===== config.mk =====
export PLATFORM = sky130hd
export DESIGN_NAME = johnson_seq_ctrl
export DESIGN_NICKNAME = d
export VERILOG_FILES = /design/src/rtl/johnson_seq_ctrl.sv
export SDC_FILE = /design/constraint.sdc
export NUM_CORES = 1
export LEC_CHECK = 0
export ABC_AREA = 1
export CORE_MARGIN = 10
export CORE_UTILIZATION = 40
export DETAILED_ROUTE_END_ITERATION = 10
export HOLD_SLACK_MARGIN = 0.15
export PLACE_DENSITY_LB_ADDON = 0.15
export SLEW_MARGIN = 15
export SYNTH_ARGS = -nofsm -noshare
export SYNTH_HDL_FRONTEND = slang
export SYNTH_SLANG_ARGS = --single-unit

===== constraint.sdc =====
create_clock -name clk -period 3.73 [get_ports clk]
set_clock_uncertainty 0.05 [all_clocks]
set_input_delay 0.373 -clock clk [delete_from_list [all_inputs] [get_ports clk]]
set_output_delay 0.373 -clock clk [all_outputs]
set_load 0.05 [all_outputs]

===== src/rtl/johnson_seq_ctrl.sv =====
// rtl/johnson_seq_ctrl.sv - command-driven Johnson-counter phase sequencer
//
// Owns a WIDTH-bit Johnson phase register and moves it through its 2*WIDTH
// legal states. It can step a fixed count (RUN_N) or run until stopped
// (RUN_FREE), in either direction. Commands arrive over a valid/ready
// handshake. A LOAD of a non-Johnson code is replaced by all-zeros, and
// err_illegal pulses to report the repair.
//
// Ports:
//   clk          rising-edge clock
//   reset        asynchronous active-low reset
//   cmd_valid    command present
//   cmd_ready    controller can accept a command (IDLE or RUN_FREE)
//   cmd_op       0 NOP, 1 CLEAR, 2 LOAD, 3 RUN_N, 4 RUN_FREE, 5 STOP, 6-7 NOP
//   cmd_dir      1 forward, 0 reverse; latched on RUN_N / RUN_FREE accept
//   cmd_arg      step count for RUN_N; [WIDTH-1:0] is the LOAD value
//   out          Johnson phase register
//   busy         controller not idle
//   done         one-cycle pulse after the last RUN_N step
//   err_illegal  one-cycle pulse after an illegal LOAD was repaired
//   step_cnt     steps since last CLEAR/reset, wraps modulo 2^CNT_W

module johnson_seq_ctrl #(
    parameter int WIDTH = 4,
    parameter int CNT_W = 8
) (
    input  logic             clk,
    input  logic             reset,
    input  logic             cmd_valid,
    output logic             cmd_ready,
    input  logic [2:0]       cmd_op,
    input  logic             cmd_dir,
    input  logic [CNT_W-1:0] cmd_arg,
    output logic [WIDTH-1:0] out,
    output logic             busy,
    output logic             done,
    output logic             err_illegal,
    output logic [CNT_W-1:0] step_cnt
);

    typedef enum logic [1:0] {
        S_IDLE     = 2'd0,
        S_RUN_N    = 2'd1,
        S_RUN_FREE = 2'd2,
        S_DONE     = 2'd3
    } state_t;

    localparam logic [2:0] OP_CLEAR    = 3'd1;
    localparam logic [2:0] OP_LOAD     = 3'd2;
    localparam logic [2:0] OP_RUN_N    = 3'd3;
    localparam logic [2:0] OP_RUN_FREE = 3'd4;
    localparam logic [2:0] OP_STOP     = 3'd5;

    state_t           state;
    state_t           state_nxt;
    logic [CNT_W-1:0] remaining;
    logic             dir;

    logic             accept;
    logic             do_step;
    logic             do_clear;
    logic             do_load;
    logic             latch_dir;
    logic             load_rem;
    logic             dec_rem;

    logic [WIDTH-1:0] load_val;
    logic             load_legal;
    logic [WIDTH-1:0] step_val;
    logic             arg_zero;
    logic             rem_last;

    // A code is a Johnson state when adjacent bits differ in at most one place.
    function automatic logic is_legal(input logic [WIDTH-1:0] v);
        int n;
        n = 0;
        for (int i = 0; i < WIDTH - 1; i++) begin
            if (v[i] != v[i+1]) begin
                n++;
            end
        end
        return (n <= 1);
    endfunction

    function automatic logic [WIDTH-1:0] fwd_step(input logic [WIDTH-1:0] v);
        return {v[WIDTH-2:0], ~v[WIDTH-1]};
    endfunction

    function automatic logic [WIDTH-1:0] rev_step(input logic [WIDTH-1:0] v);
        return {~v[0], v[WIDTH-1:1]};
    endfunction

    // Handshake depends on state only, never on cmd_valid.
    assign cmd_ready  = (state == S_IDLE) || (state == S_RUN_FREE);
    assign accept     = cmd_valid && cmd_ready;

    assign load_val   = cmd_arg[WIDTH-1:0];
    assign load_legal = is_legal(load_val);
    assign step_val   = dir ? fwd_step(out) : rev_step(out);
    assign arg_zero   = (cmd_arg == '0);
    assign rem_last   = (remaining == CNT_W'(1));

    // State register
    always_ff @(posedge clk or negedge reset) begin
        if (!reset) begin
            state <= S_IDLE;
        end else begin
            state <= state_nxt;
        end
    end

    // Next-state logic
    always_comb begin
        state_nxt = state;
        case (state)
            S_IDLE: begin
                if (accept) begin
                    if (cmd_op == OP_RUN_N) begin
                        state_nxt = arg_zero ? S_DONE : S_RUN_N;
                    end else if (cmd_op == OP_RUN_FREE) begin
                        state_nxt = S_RUN_FREE;
                    end
                end
            end
            S_RUN_N: begin
                // remaining is never 0 here: RUN_N is entered only with N>0.
                if (rem_last) begin
                    state_nxt = S_DONE;
                end
            end
            S_DONE: begin
                state_nxt = S_IDLE;
            end
            S_RUN_FREE: begin
                if (accept && (cmd_op == OP_STOP || cmd_op == OP_CLEAR)) begin
                    state_nxt = S_IDLE;
                end
            end
            default: begin
                state_nxt = S_IDLE;
            end
        endcase
    end

    // Output and datapath-strobe logic
    always_comb begin
        busy      = (state != S_IDLE);
        done      = (state == S_DONE);
        do_step   = 1'b0;
        do_clear  = 1'b0;
        do_load   = 1'b0;
        latch_dir = 1'b0;
        load_rem  = 1'b0;
        dec_rem   = 1'b0;
        case (state)
            S_IDLE: begin
                if (accept) begin
                    case (cmd_op)
                        OP_CLEAR: do_clear = 1'b1;
                        OP_LOAD:  do_load  = 1'b1;
                        OP_RUN_N: begin
                            latch_dir = !arg_zero;
                            load_rem  = !arg_zero;
                        end
                        OP_RUN_FREE: latch_dir = 1'b1;
                        default: ;
                    endcase
                end
            end
            S_RUN_N: begin
                do_step = 1'b1;
                dec_rem = 1'b1;
            end
            S_RUN_FREE: begin
                // Any accepted command, even a NOP, pauses stepping that edge.
                if (accept) begin
                    if (cmd_op == OP_CLEAR) begin
                        do_clear = 1'b1;
                    end else if (cmd_op == OP_RUN_FREE) begin
                        latch_dir = 1'b1;
                    end
                end else begin
                    do_step = 1'b1;
                end
            end
            default: ;
        endcase
    end

    // Phase register, step counter, run length, direction, error flag
    always_ff @(posedge clk or negedge reset) begin
        if (!reset) begin
            out         <= '0;
            step_cnt    <= '0;
            remaining   <= '0;
            dir         <= 1'b1;
            err_illegal <= 1'b0;
        end else begin
            if (do_clear) begin
                out      <= '0;
                step_cnt <= '0;
            end else if (do_load) begin
                out <= load_legal ? load_val : '0;
            end else if (do_step) begin
                out      <= step_val;
                step_cnt <= step_cnt + CNT_W'(1);
            end

            err_illegal <= do_load && !load_legal;

            if (latch_dir) begin
                dir <= cmd_dir;
            end

            if (load_rem) begin
                remaining <= cmd_arg;
            end else if (dec_rem) begin
                remaining <= remaining - CNT_W'(1);
            end
        end
    end

endmodule


# ---- Word-level counts from Yosys, hierarchy flattened
# Index checks and enable logic that the tools add are counted.
# W data, S select, Z words.
dict set report word_totals {
  ram_bits 0
  output_inout_bits 16
  elab_cells 84
  mem_count 0
  register_bits 24
  mem_bits_ro 0
  latchBits 0
}
dict set report classes {
  shifts 0
  n_addsub 4
  eq_ne 17
  muxes 38
  div_mod_pow 0
  n_reduce_logical 16
  n_bitwise 2
  mul 0
  magnitude_cmp 1
}
# cell count
set op_table {}
lappend op_table {{$add A32 B2 Y32 const B} 2}
lappend op_table {{$mux W32} 2}
lappend op_table {{$mux W8} 5}
lappend op_table {{$le A32 B2 Y1 const B} 1}
lappend op_table {{$mux W4} 5}
lappend op_table {{$mux W1} 16}
lappend op_table {{$mux W2} 6}
lappend op_table {{$add A8 B1 Y8 const B} 1}
lappend op_table {{$eq A8 B1 Y1 const B} 1}
lappend op_table {{$logic_not A8 Y1} 1}
lappend op_table {{$pmux W2 S4} 1}
lappend op_table {{$sub A8 B1 Y8 const B} 1}
lappend op_table {{$eq A3 B2 Y1 const B} 2}
lappend op_table {{$eq A3 B3 Y1 const B} 2}
lappend op_table {{$ne A2 B2 Y1 const B} 3}
lappend op_table {{$pmux W1 S2} 3}
lappend op_table {{$reduce_bool A2 Y1} 3}
lappend op_table {{$eq A2 B2 Y1 const B} 2}
lappend op_table {{$reduce_and A4 Y1} 1}
lappend op_table {{$eq A3 B1 Y1 const B} 1}
lappend op_table {{$logic_and A1 B1 Y1} 3}
lappend op_table {{$ne A1 B1 Y1} 3}
lappend op_table {{$ne A3 B1 Y1 const B} 1}
lappend op_table {{$reduce_bool A3 Y1} 1}
lappend op_table {{8 further kinds} 11}

# ---- Depth between registers and ports, before layout
dict set report depth {
  word_depth 10
  depth_mapped 13
}

# ---- Worst setup path before layout
# No wires, ideal clock.
dict set report synth_path {
  path_kind {reg-to-reg}
  start {reg state[0]}
  end {reg step_cnt[3]}
  n_path_buf 0
  t_arrival_ns 2.128
  required_time_ns 3.614
  stages_incl_launch_ff 10
  setup_time_ns 0.066
  path_slack_ns 1.486
  synth_period_minus_slack_ns 2.244
  path_cell_list {dfrtp_1 > inv_1 > ha_1 > inv_1 > nand2_1 > nand3_1 > nor2_1 > nor2_1 > nand3b_1 > nand2_1}
}
dict set report synth_between {
  elab_chain_cells 7
}
# item line_no
set synth_rtl {}
lappend synth_rtl {{from (decl)} 54} ;# state_t state;
lappend synth_rtl {{from (signal assigned)} 108} ;# state <= state_nxt;
lappend synth_rtl {{$eq A2 B2 Y1 or $logic_not A2 Y1 (tied branches)} 94} ;# assign cmd_ready = (state == S_IDLE) || (state == S_RUN_FREE);
lappend synth_rtl {{$logic_or A1 B1 Y1 *} 94}
lappend synth_rtl {{named net cmd_ready} 30} ;# output logic cmd_ready,
lappend synth_rtl {{$logic_and A1 B1 Y1 *} 95} ;# assign accept = cmd_valid && cmd_ready;
lappend synth_rtl {{$mux W1 (on tied branches)} {176, 157}}
lappend synth_rtl {{$pmux W1 S2 (tied with other cells)} 155} ;# case (state)
lappend synth_rtl {{$reduce_bool A2 Y1 (no source line) or $ne A2 B2 Y1 (tied branches)} n/a}
lappend synth_rtl {{$reduce_and A2 Y1 (no source line)} n/a}
lappend synth_rtl {{to (signal assigned)} 206} ;# step_cnt <= step_cnt + CNT_W'(1);
lappend synth_rtl {{to (decl)} 38} ;# output logic [CNT_W-1:0] step_cnt
# Mark *: on every way through the listed nets, which the timed path passes. The rest lies on a longest branch.
# A chain may end at the register's enable or synchronous reset.

# ---- Worst setup path in the final report
dict set report layout_path {
  start {reg state[0]}
  end {out cmd_ready}
}
dict set report layout_between {
  elab_chain_cells 2
}
# item line_no
set layout_rtl {}
lappend layout_rtl {{$eq A2 B2 Y1 or $logic_not A2 Y1 (tied branches)} 94}
lappend layout_rtl {{$logic_or A1 B1 Y1 *} 94}
lappend layout_rtl {{to (decl)} 30}
# Every way passes the cells marked *; elsewhere a longest branch is shown, timed or not.

==> results.py <==
metrics = {
    "worst_setup_path": {
        "startpoint_type": "flop",
        "worstSetupStartpoint": "state[0]",
        "cp_data_required_time_ns": 3.31,
        "r2r-end": "step_cnt[4]",
        "r2r_cells": 9,
        "endpoint_kind": "output port",
        "cp-endpoint": "cmd_ready",
        "cp_slowest_cell": "clkdlybuf4s50_1",
        "reg2reg_from": "state[1]",
        "r2r_slack_ns": 1.43,
        "worstSetupPathType": "reg -> out",
        "cp_max_fo": 6,
        "crit_top_cell": "inv_1",
        "max_stage_delay_ns": 0.81,
        "cp_cell_sequence": "inv_1, ha_1, inv_1, nand2_1, clkdlybuf4s50_1",
        "cp.arrival_ns": 2.13,
    },
    "clock_tree": {
        "clkLatencyLatePin_ns": 0.27,
        "cts_made_buffers": 3,
        "clkTransAtPathRegs_ns": 0.09,
        "cts_sinks": 24,
        "ctsHoldBuffers": 0,
        "post_cts_buffers": 0,
        "cts-resized-gates": 0,
        "cts-htree-levels": 1,
        "cts_tree": "built",
        "cts_buffer_depth": 2,
        "root_buffer": "clkbuf_8",
    },
    "routing": {
        "vias": 1730,
        "routed_via_density": 4.99,
        "antenna_left": 0,
        "routed_wl_um": 4200,
        "first_pass_iters": 4,
        "wl_per_cell_um": 12.1,
        "initialDrtViolationCount": 112,
        "drc": 0,
    },
    "logic_synthesis": {
        "synth_nets": 291,
        "netlist.area_leader.share_pct": 32.0,
        "yosysWarnings": 0,
        "yosysUniqueCellTypes": 23,
        "avgSynthCellArea_um2": 6.79,
        "ys_seq_area_share_pct": 33.4,
        "syn-cell-area_mm2": 0.00180,
        "yosys.area.top_type": "dfrtp_1",
        "syn_inst": 265,
        "netlist_top_cells_area": "dfrtp_1, nand2_1, nand3_1",
        "synth_seq_cells": 24,
    },
    "layout": {
        "final_cell_mix": "nand2_1, nand3_1, inv_1",
        "nets": 322,
        "utilization_pct": 50.3,
        "finalNonFillerCells": 347,
        "layout.area.seq_um2": 602,
        "n_fill_cell": 420,
        "area_growth_pct": 21.6,
        "drive_above_1_share_pct": 3.39,
        "design_area_mm2": 0.00219,
        "final_common_cell": "nand2_1",
        "num_antenna_cells": 0,
        "multi_input_area_mm2": 0.00103,
    },
    "grt": {
        "antenna_found_initial": 0,
        "overflow": 0,
        "grt_max_degree": 25,
        "grt_pass1_vias": 1639,
        "grtUsageTotal_pct": 12.0,
        "grt_pass1_wl_um": 7600,
    },
    "sta": {
        "finalSetupViolations": 0,
        "max-slew-margin-rel_pct": 66.1,
        "slew_violations": 0,
        "hold_viol": 0,
        "finalCritPeriodShare_pct": 68.4,
        "fin_crit_ns": 2.55,
        "fin_tns_setup_ns": 0,
        "fmax_mhz": 392,
        "rsz0062_at_grt": "no",
        "worst_slew_pin_slew_ns": 0.506,
        "final.setup.worst_slack_ns": 1.18,
    },
    "power": {
        "power.density_mw_per_mm2": 696,
        "intPower_uw": 760,
        "swShare_pct": 50.1,
        "leakage_nw": 1.14,
        "pwr-share-comb_pct": 58.6,
        "peakVddDrop_mv": 0.366,
        "clkPwrFrac_pct": 12.0,
        "power.switching_uw": 763,
        "power_frac_seq_pct": 29.4,
    },
    "placed_design": {
        "dpl_cell_area_mm2": 0.00213,
        "place.gp.congestion": 0.851,
        "dp_hpwl_um": 3360,
        "place_ws_ns": 1.33,
        "port_buffers": 30,
        "placed_cells": 343,
    },
    "min_path": {
        "hold_class": "in -> async",
    },
    "flow_run": {
        "cap_viol_max_count": 0,
    },
    "die": {
        "rows": 24,
        "die-area_mm2": 0.00758,
        "fp.dieW_um": 87.1,
        "start_util_pct": 41.4,
        "ios": 31,
        "core_area_mm2": 0.00435,
        "die_h_um": 87.1,
    },
    "outcome": {
        "status": "complete, no violations",
    },
}
-- per-layer routing --
layer / part of all wire, % / up-vias / track usage (%)
li1: - / 914 / -
met1: 49 / 773 / 15.8
met2: 45 / 37 / 18.7
met3: 4.9 / 6 / 3.37
met4: 1.3 / 0 / 3.33
met5: 0 / - / 0
-- how the worst min path moves through the flow --
stage / to / slack, ns / cells after the start
floorplan: err_illegal / 0.03 / 0
global placement: out[1] / 0.46 / 2
detailed placement: out[1] / 0.47 / 2
CTS: state[0] / 0.41 / 2
global route: state[0] / 0.42 / 2
finish: state[0] / 0.40 / 2
-- critical path: cells and delay by family (launching register included) --
kind / cells / cell delay (ns)
simple gates: 1 / 0.12
fa+ha+maj: 1 / 0.24
buf+inv: 3 / 1.06
flops: 1 / 0.42
-- state kept, by name, summed over array words and instances (netlist names) --
signal / flops
dir: 1
step_cnt: 8
remaining: 8
err_illegal: 1
out: 4
state: 2
-- cell type report --
type                            instances  share of cell area (%)
Timing Repair Buffer                   31                    14.1
Inverter                               35                    6.00
Tap cell                               52                    2.97
Sequential cell                        24                    27.5
Clock buffer                            4                    2.51
Multi-Input combinational cell        201                    47.0
-- kinds of logic after synthesis --
family | share of synthesized area (%)
and+or+nand+nor | 40.4
buffers and inverters | 9.45
DFF | 33.4
AOI/OAI and AO/OA | 5.70
adders and majority gates | 7.64
xor gates and xnor gates | 3.41
-- synthesized netlist by cell type --
cell,number
a21o_1,1
a21oi_1,2
buf_2,2
buf_4,2
clkbuf_8,1
clkinv_1,1
dfrtp_1,23
dfstp_2,1
ha_1,11
inv_1,34
nand2_1,87
nand3_1,46
nand3_4,1
nand3b_1,1
nand4_1,7
nor2_1,21
nor2_2,1
nor3_4,1
o211ai_2,1
o21ai_0,13
o21bai_1,1
xnor2_1,5
xor2_1,2
-- power groups by stage --
stage	logic, mW	clock network (mW)	registers (mW)
floorplan	0.599	0	0.525
global placement	0.892	0	0.453
finish	0.892	0.183	0.448
global route	1.02	0.200	0.467
CTS	0.905	0.192	0.450
detailed placement	0.901	0	0.454
-- per-stage QoR --
step                      hold WS (ns)  total power, mW
after floorplan                 0.0274             1.12
after global placement           0.462             1.35
after detailed placement         0.465             1.36
after CTS                        0.413             1.55
after global routing             0.418             1.69
final                            0.400             1.52
Power figures use the tool's default switching activity.
